--- src/rtl/axi_arb_pkg.sv ---
// Shared types and helpers for the AXI address-channel arbiter.
`ifndef AXI_ID_BITS
`define AXI_ID_BITS 4
`endif
`ifndef AXI_ADDR_BITS
`define AXI_ADDR_BITS 32
`endif
`ifndef AXI_LEN_BITS
`define AXI_LEN_BITS 8
`endif
`ifndef AXI_SIZE_BITS
`define AXI_SIZE_BITS 3
`endif

package axi_arb_pkg;

    typedef enum logic {
        ARB_FIXED = 1'b0,
        ARB_RR    = 1'b1
    } arb_mode_e;

    localparam int unsigned MAX_TAG_BITS = 8;

    // One-hot master tag; callers trim to their own TAG_BITS.
    function automatic logic [MAX_TAG_BITS-1:0] onehot_tag(input int unsigned idx);
        onehot_tag = MAX_TAG_BITS'(1) << idx;
    endfunction

endpackage

--- src/rtl/rr_grant_picker.sv ---
// Combinational picker: fixed (highest index) or round-robin from a start pointer.
module rr_grant_picker
    import axi_arb_pkg::*;
#(
    parameter  int unsigned N  = 2,
    localparam int unsigned IW = $clog2(N)
) (
    input  logic [N-1:0]  req,
    input  logic [IW-1:0] start,
    input  arb_mode_e     mode,
    output logic [IW-1:0] grant,
    output logic          any_req
);

    // RR: lowest requester at/after start wins, otherwise lowest one below start.
    always_comb begin
        grant   = '0;
        any_req = |req;
        if (mode == ARB_FIXED) begin
            for (int i = 0; i < int'(N); i++) begin
                if (req[i]) grant = IW'(i);
            end
        end else begin
            for (int i = int'(N) - 1; i >= 0; i--) begin
                if (req[i] && (i < int'(start))) grant = IW'(i);
            end
            for (int i = int'(N) - 1; i >= 0; i--) begin
                if (req[i] && (i >= int'(start))) grant = IW'(i);
            end
        end
    end

endmodule

--- src/rtl/axi_addr_arbiter_rr.sv ---
// N-master arbiter for one AXI address channel; grant is held until handshake
// and the forwarded ID is tagged with the one-hot index of the winning master.
module axi_addr_arbiter_rr
    import axi_arb_pkg::*;
#(
    parameter  int unsigned N_MASTERS = 2,
    parameter  int unsigned TAG_BITS  = 4,
    parameter  arb_mode_e   ARB_MODE  = ARB_FIXED,
    parameter  int unsigned ID_BITS   = `AXI_ID_BITS,
    parameter  int unsigned ADDR_BITS = `AXI_ADDR_BITS,
    parameter  int unsigned LEN_BITS  = `AXI_LEN_BITS,
    parameter  int unsigned SIZE_BITS = `AXI_SIZE_BITS,
    localparam int unsigned IDX_BITS  = $clog2(N_MASTERS)
) (
    input  logic                                 clk,
    input  logic                                 rst,
    input  logic [N_MASTERS-1:0][ID_BITS-1:0]    ID_M,
    input  logic [N_MASTERS-1:0][ADDR_BITS-1:0]  ADDR_M,
    input  logic [N_MASTERS-1:0][LEN_BITS-1:0]   LEN_M,
    input  logic [N_MASTERS-1:0][SIZE_BITS-1:0]  SIZE_M,
    input  logic [N_MASTERS-1:0][1:0]            BURST_M,
    input  logic [N_MASTERS-1:0]                 VALID_M,
    output logic [N_MASTERS-1:0]                 READY_M,
    output logic [TAG_BITS+ID_BITS-1:0]          IDS_S,
    output logic [ADDR_BITS-1:0]                 ADDR_S,
    output logic [LEN_BITS-1:0]                  LEN_S,
    output logic [SIZE_BITS-1:0]                 SIZE_S,
    output logic [1:0]                           BURST_S,
    output logic                                 VALID_S,
    input  logic                                 READY_S,
    output logic [IDX_BITS-1:0]                  GNT_IDX
);

    logic                lock;
    logic [IDX_BITS-1:0] lock_idx;
    logic [IDX_BITS-1:0] rr_ptr;
    logic [IDX_BITS-1:0] pick_idx;
    logic [IDX_BITS-1:0] grant;
    logic                any_req;
    logic                active;
    logic                valid_s_c;
    logic                hs_c;

    rr_grant_picker #(
        .N       (N_MASTERS)
    ) u_picker (
        .req     (VALID_M),
        .start   (rr_ptr),
        .mode    (ARB_MODE),
        .grant   (pick_idx),
        .any_req (any_req)
    );

    // A waiting master keeps the grant so its address beat never changes mid-wait.
    assign grant     = lock ? lock_idx : pick_idx;
    assign active    = rst & (lock | any_req);
    assign valid_s_c = rst & VALID_M[grant];
    assign hs_c      = valid_s_c & READY_S;

    always_comb begin
        IDS_S   = '0;
        ADDR_S  = '0;
        LEN_S   = '0;
        SIZE_S  = '0;
        BURST_S = '0;
        GNT_IDX = '0;
        READY_M = '0;
        VALID_S = valid_s_c;
        if (active) begin
            IDS_S          = {TAG_BITS'(onehot_tag(32'(grant))), ID_M[grant]};
            ADDR_S         = ADDR_M[grant];
            LEN_S          = LEN_M[grant];
            SIZE_S         = SIZE_M[grant];
            BURST_S        = BURST_M[grant];
            GNT_IDX        = grant;
            READY_M[grant] = VALID_M[grant] & READY_S;
        end
    end

    // Lock follows a stalled beat; a handshake or a dropped VALID releases it.
    always_ff @(posedge clk or negedge rst) begin
        if (!rst) begin
            lock     <= 1'b0;
            lock_idx <= '0;
            rr_ptr   <= '0;
        end else begin
            lock <= valid_s_c & ~READY_S;
            if (valid_s_c && !READY_S) begin
                lock_idx <= grant;
            end
            if ((ARB_MODE == ARB_RR) && hs_c) begin
                rr_ptr <= (32'(grant) == N_MASTERS - 1) ? '0 : grant + IDX_BITS'(1);
            end
        end
    end

`ifndef SYNTHESIS
    lock_hold_a : assert property (@(posedge clk) disable iff (!rst) lock |-> VALID_M[lock_idx])
        else $warning("locked master %0d dropped VALID before its handshake", lock_idx);
`endif

endmodule
--- config.mk ---
export PLATFORM = sky130hd
export DESIGN_NAME = axi_addr_arbiter_rr
export DESIGN_NICKNAME = d
export VERILOG_FILES = /design/src/rtl/axi_arb_pkg.sv /design/src/rtl/rr_grant_picker.sv /design/src/rtl/axi_addr_arbiter_rr.sv
export SDC_FILE = /design/constraint.sdc
export NUM_CORES = 1
export LEC_CHECK = 0
export ABC_AREA = 0
export BUFFER_PORTS_ARGS = -buffer_cell sky130_fd_sc_hd__buf_2
export CAP_MARGIN = 40
export CORE_AREA = 3 3 61 63
export CTS_CLUSTER_DIAMETER = 120
export DETAILED_ROUTE_END_ITERATION = 7
export DIE_AREA = 0 0 64 66
export HOLD_SLACK_MARGIN = 0.12
export PLACE_DENSITY = 0.77
export SLEW_MARGIN = 5
export SYNTH_ARGS = -nofsm -noshare
export SYNTH_HDL_FRONTEND = slang
export SYNTH_HIERARCHICAL = 1
export SYNTH_SLANG_ARGS = --single-unit
--- constraint.sdc ---
create_clock -name clk -period 1.4 [get_ports clk]
set_input_delay 0.07 -clock clk [delete_from_list [all_inputs] [get_ports clk]]
set_output_delay 0.07 -clock clk [all_outputs]
set_load 0.005 [all_outputs]
==> run metrics <==
Netlist cell types 18; Final Wtd Congestion 0.687; Util after Layout 54.5%; Filler Cells Inserted 306; footprint of the multi-input gates 597 um2; CP bufs+invs 2; antenna-violating nets left 0; RSZ-0062 raised after global routing true; std cell rows 21; largest net degree at the start of global routing 29; total power 846 uW; critical path data required time 1.33 ns; Total GRT Usage 16.3%; worst min path class in -> reg; max frequency 0.602 GHz; Reg2Reg Depth 6; Max Used Layer met5; Final Cycle Share 119%; Routed Wire Length 4210 um; CP Cell Sequence nor2b_1 > o21a_4 > clkbuf_16 > a22o_1 > buf_2; most frequent cells in the layout 154 x buf_2, 49 x a22o_1, 6 x buf_4; Die Y 66 um; Reg-to-Reg Start lock; Max VDD drop 0.000542 V; worst endpoint data arrival time 1.59 ns; startpoint types flop; nets@finish 356; maximum root-to-sink buffer count 2; Finish-stage setup viols 55; vias in the first global route 1261; CP max FO 7; Die W 64 um; Setup Skew 0.00197 ns; post-route insts no fill 297; share of layout cells above drive strength 1 70.9%; Iter 0 DRT Violations 47; hold_sp rst; final worst setup slack -0.260 ns; diodes inserted 0; initial core utilization 22.4%; crit-path max cell delay 0.39 ns; num ports 160; Reg area 50.0 um2; Yosys warning total 8; die area 0.00422 mm2; Vias 1410; critical path depth 5; minimum clock period 1.66 ns; DR WL/cell 14.2 um; failing checks setup timing; Total Neg Setup Slack -12.46 ns; DR vias/cell 4.75; Slowest cell on crit path dfrtp_1; post-synthesis sequential area ratio 6.81%; Mapped Cells 85; initial antenna violation count 1; gr ovfl total 0; synthesized flop and latch total 2; WHS Path Cells 2; met1 wire length 1540 um; Mapped Avg Cell Area 8.64 um2; Clock Sinks 2; clock latency at the later pin of the worst-skew pair 0.23 ns; Setup crit start lock; DR DRC count 0; Place WS -0.0205 ns; dpl cells 284; crit path capture type output port; leading cell type in the layout, fill and taps excluded buf_2; Leak Pwr 1.10 nW; drt first pass iters 4; CTS tree built; metal2 WL 2250 um; root buf cell clkbuf_4; first-pass GRT wire length 5510 um; Top delay family on crit path compound AO/OA/AOI/OAI gates; level count of the clock H-tree 1; Final Hold Vio Count 0; Pins Over Slew Limit 0; CTS Buf Count 3; Clock Pin Slew Worst Setup and Hold Paths 0.03 ns; Layout area overhead 144%; Cell Pwr Density 473 mW/mm2; mapped cell area 734 um2; crit path kind reg -> out; core area 0.00328 mm2; status finished, violations left; IO buf count 157; MaxCap Viol Count 0; WL met3 397 um
==> cell usage after synthesis, drive strengths merged <==
library cell | instances | area [um2]
a21boi | 1 | 7.51
a21o | 2 | 15.0
a22o | 49 | 429
and3b | 2 | 17.5
buf | 14 | 114
conb | 1 | 3.75
dfrtp | 2 | 50.1
mux2i | 2 | 20.0
nand2 | 2 | 7.51
nand3 | 1 | 5.00
nand4b | 1 | 8.76
nor2b | 2 | 12.5
nor3b | 3 | 22.5
o21a | 2 | 15.0
or2 | 1 | 6.26
==> final timing paths <==
path                              endpoint  slack [ns]
worst max register to register        lock           0
min in group asynchronous             lock        0.26
worst min-delay path                  lock        0.17
worst max-delay path            ADDR_S[10]       -0.26
worst min register to register    lock_idx        0.63
max in group asynchronous         lock_idx        1.01
==> through the flow <==
step / area [um2] / hold WS [ns]
after floorplan: 746 / -0.226
after global placement: 1580 / -0.110
after detailed placement: 1580 / -0.107
after CTS: 1670 / 0.146
after global routing: 1790 / 0.171
final: 1790 / 0.166
==> where the power goes <==
group	leakage, nW	switching, mW	internal [mW]	total [mW]
registers	0.0232	0.00479	0.0628	0.0676
clock network	0.0138	0.0338	0.0945	0.128
logic	1.06	0.252	0.398	0.650
==> worst reg2reg max path: cells and delay by family (launching register included) <==
kind / cells / cell delay, ns
buf+inv: 3 / 0.40
flops: 1 / 0.39
mux: 2 / 0.46
simple gates: 1 / 0.04
==> state kept, by name, summed over array words and instances, names as in the netlist <==
register,cells
lock,1
lock_idx,1
==> kinds of logic after synthesis <==
kind of cell | count (synthesis) | synth area share [%]
compound gates | 54 | 63.5
buf+inv | 14 | 15.5
flops | 2 | 6.81
mux | 2 | 2.73
other cells | 1 | 0.511
simple gates | 12 | 10.9
==> routing by layer <==
metal	vias up	GRT usage (%)
li1	684	-
met1	633	15.8
met2	84	33.4
met3	7	4.08
met4	2	4.31
met5	-	0
==> final cells by class <==
cell class                 count  area share (%)
timing repair buffer         174            59.4
multi-input combinational     72            33.3
tap                           46            3.21
sequential                     2            2.80
clock buffer                   3            1.26
==> timing repair <==
| action | in CTS | in global routing |
|---|---|---|
| hold endpoints to repair | 3 | 0 |
| gates resized for setup | 4 | 4 |
| setup buffers | 2 | 1 |
| gates cloned | 1 | 4 |
| endpoints found under the setup margin | 55 | 56 |
| pin swaps | 1 | 1 |
| hold buffers | 2 | 0 |
Power figures use the tool's default switching activity.
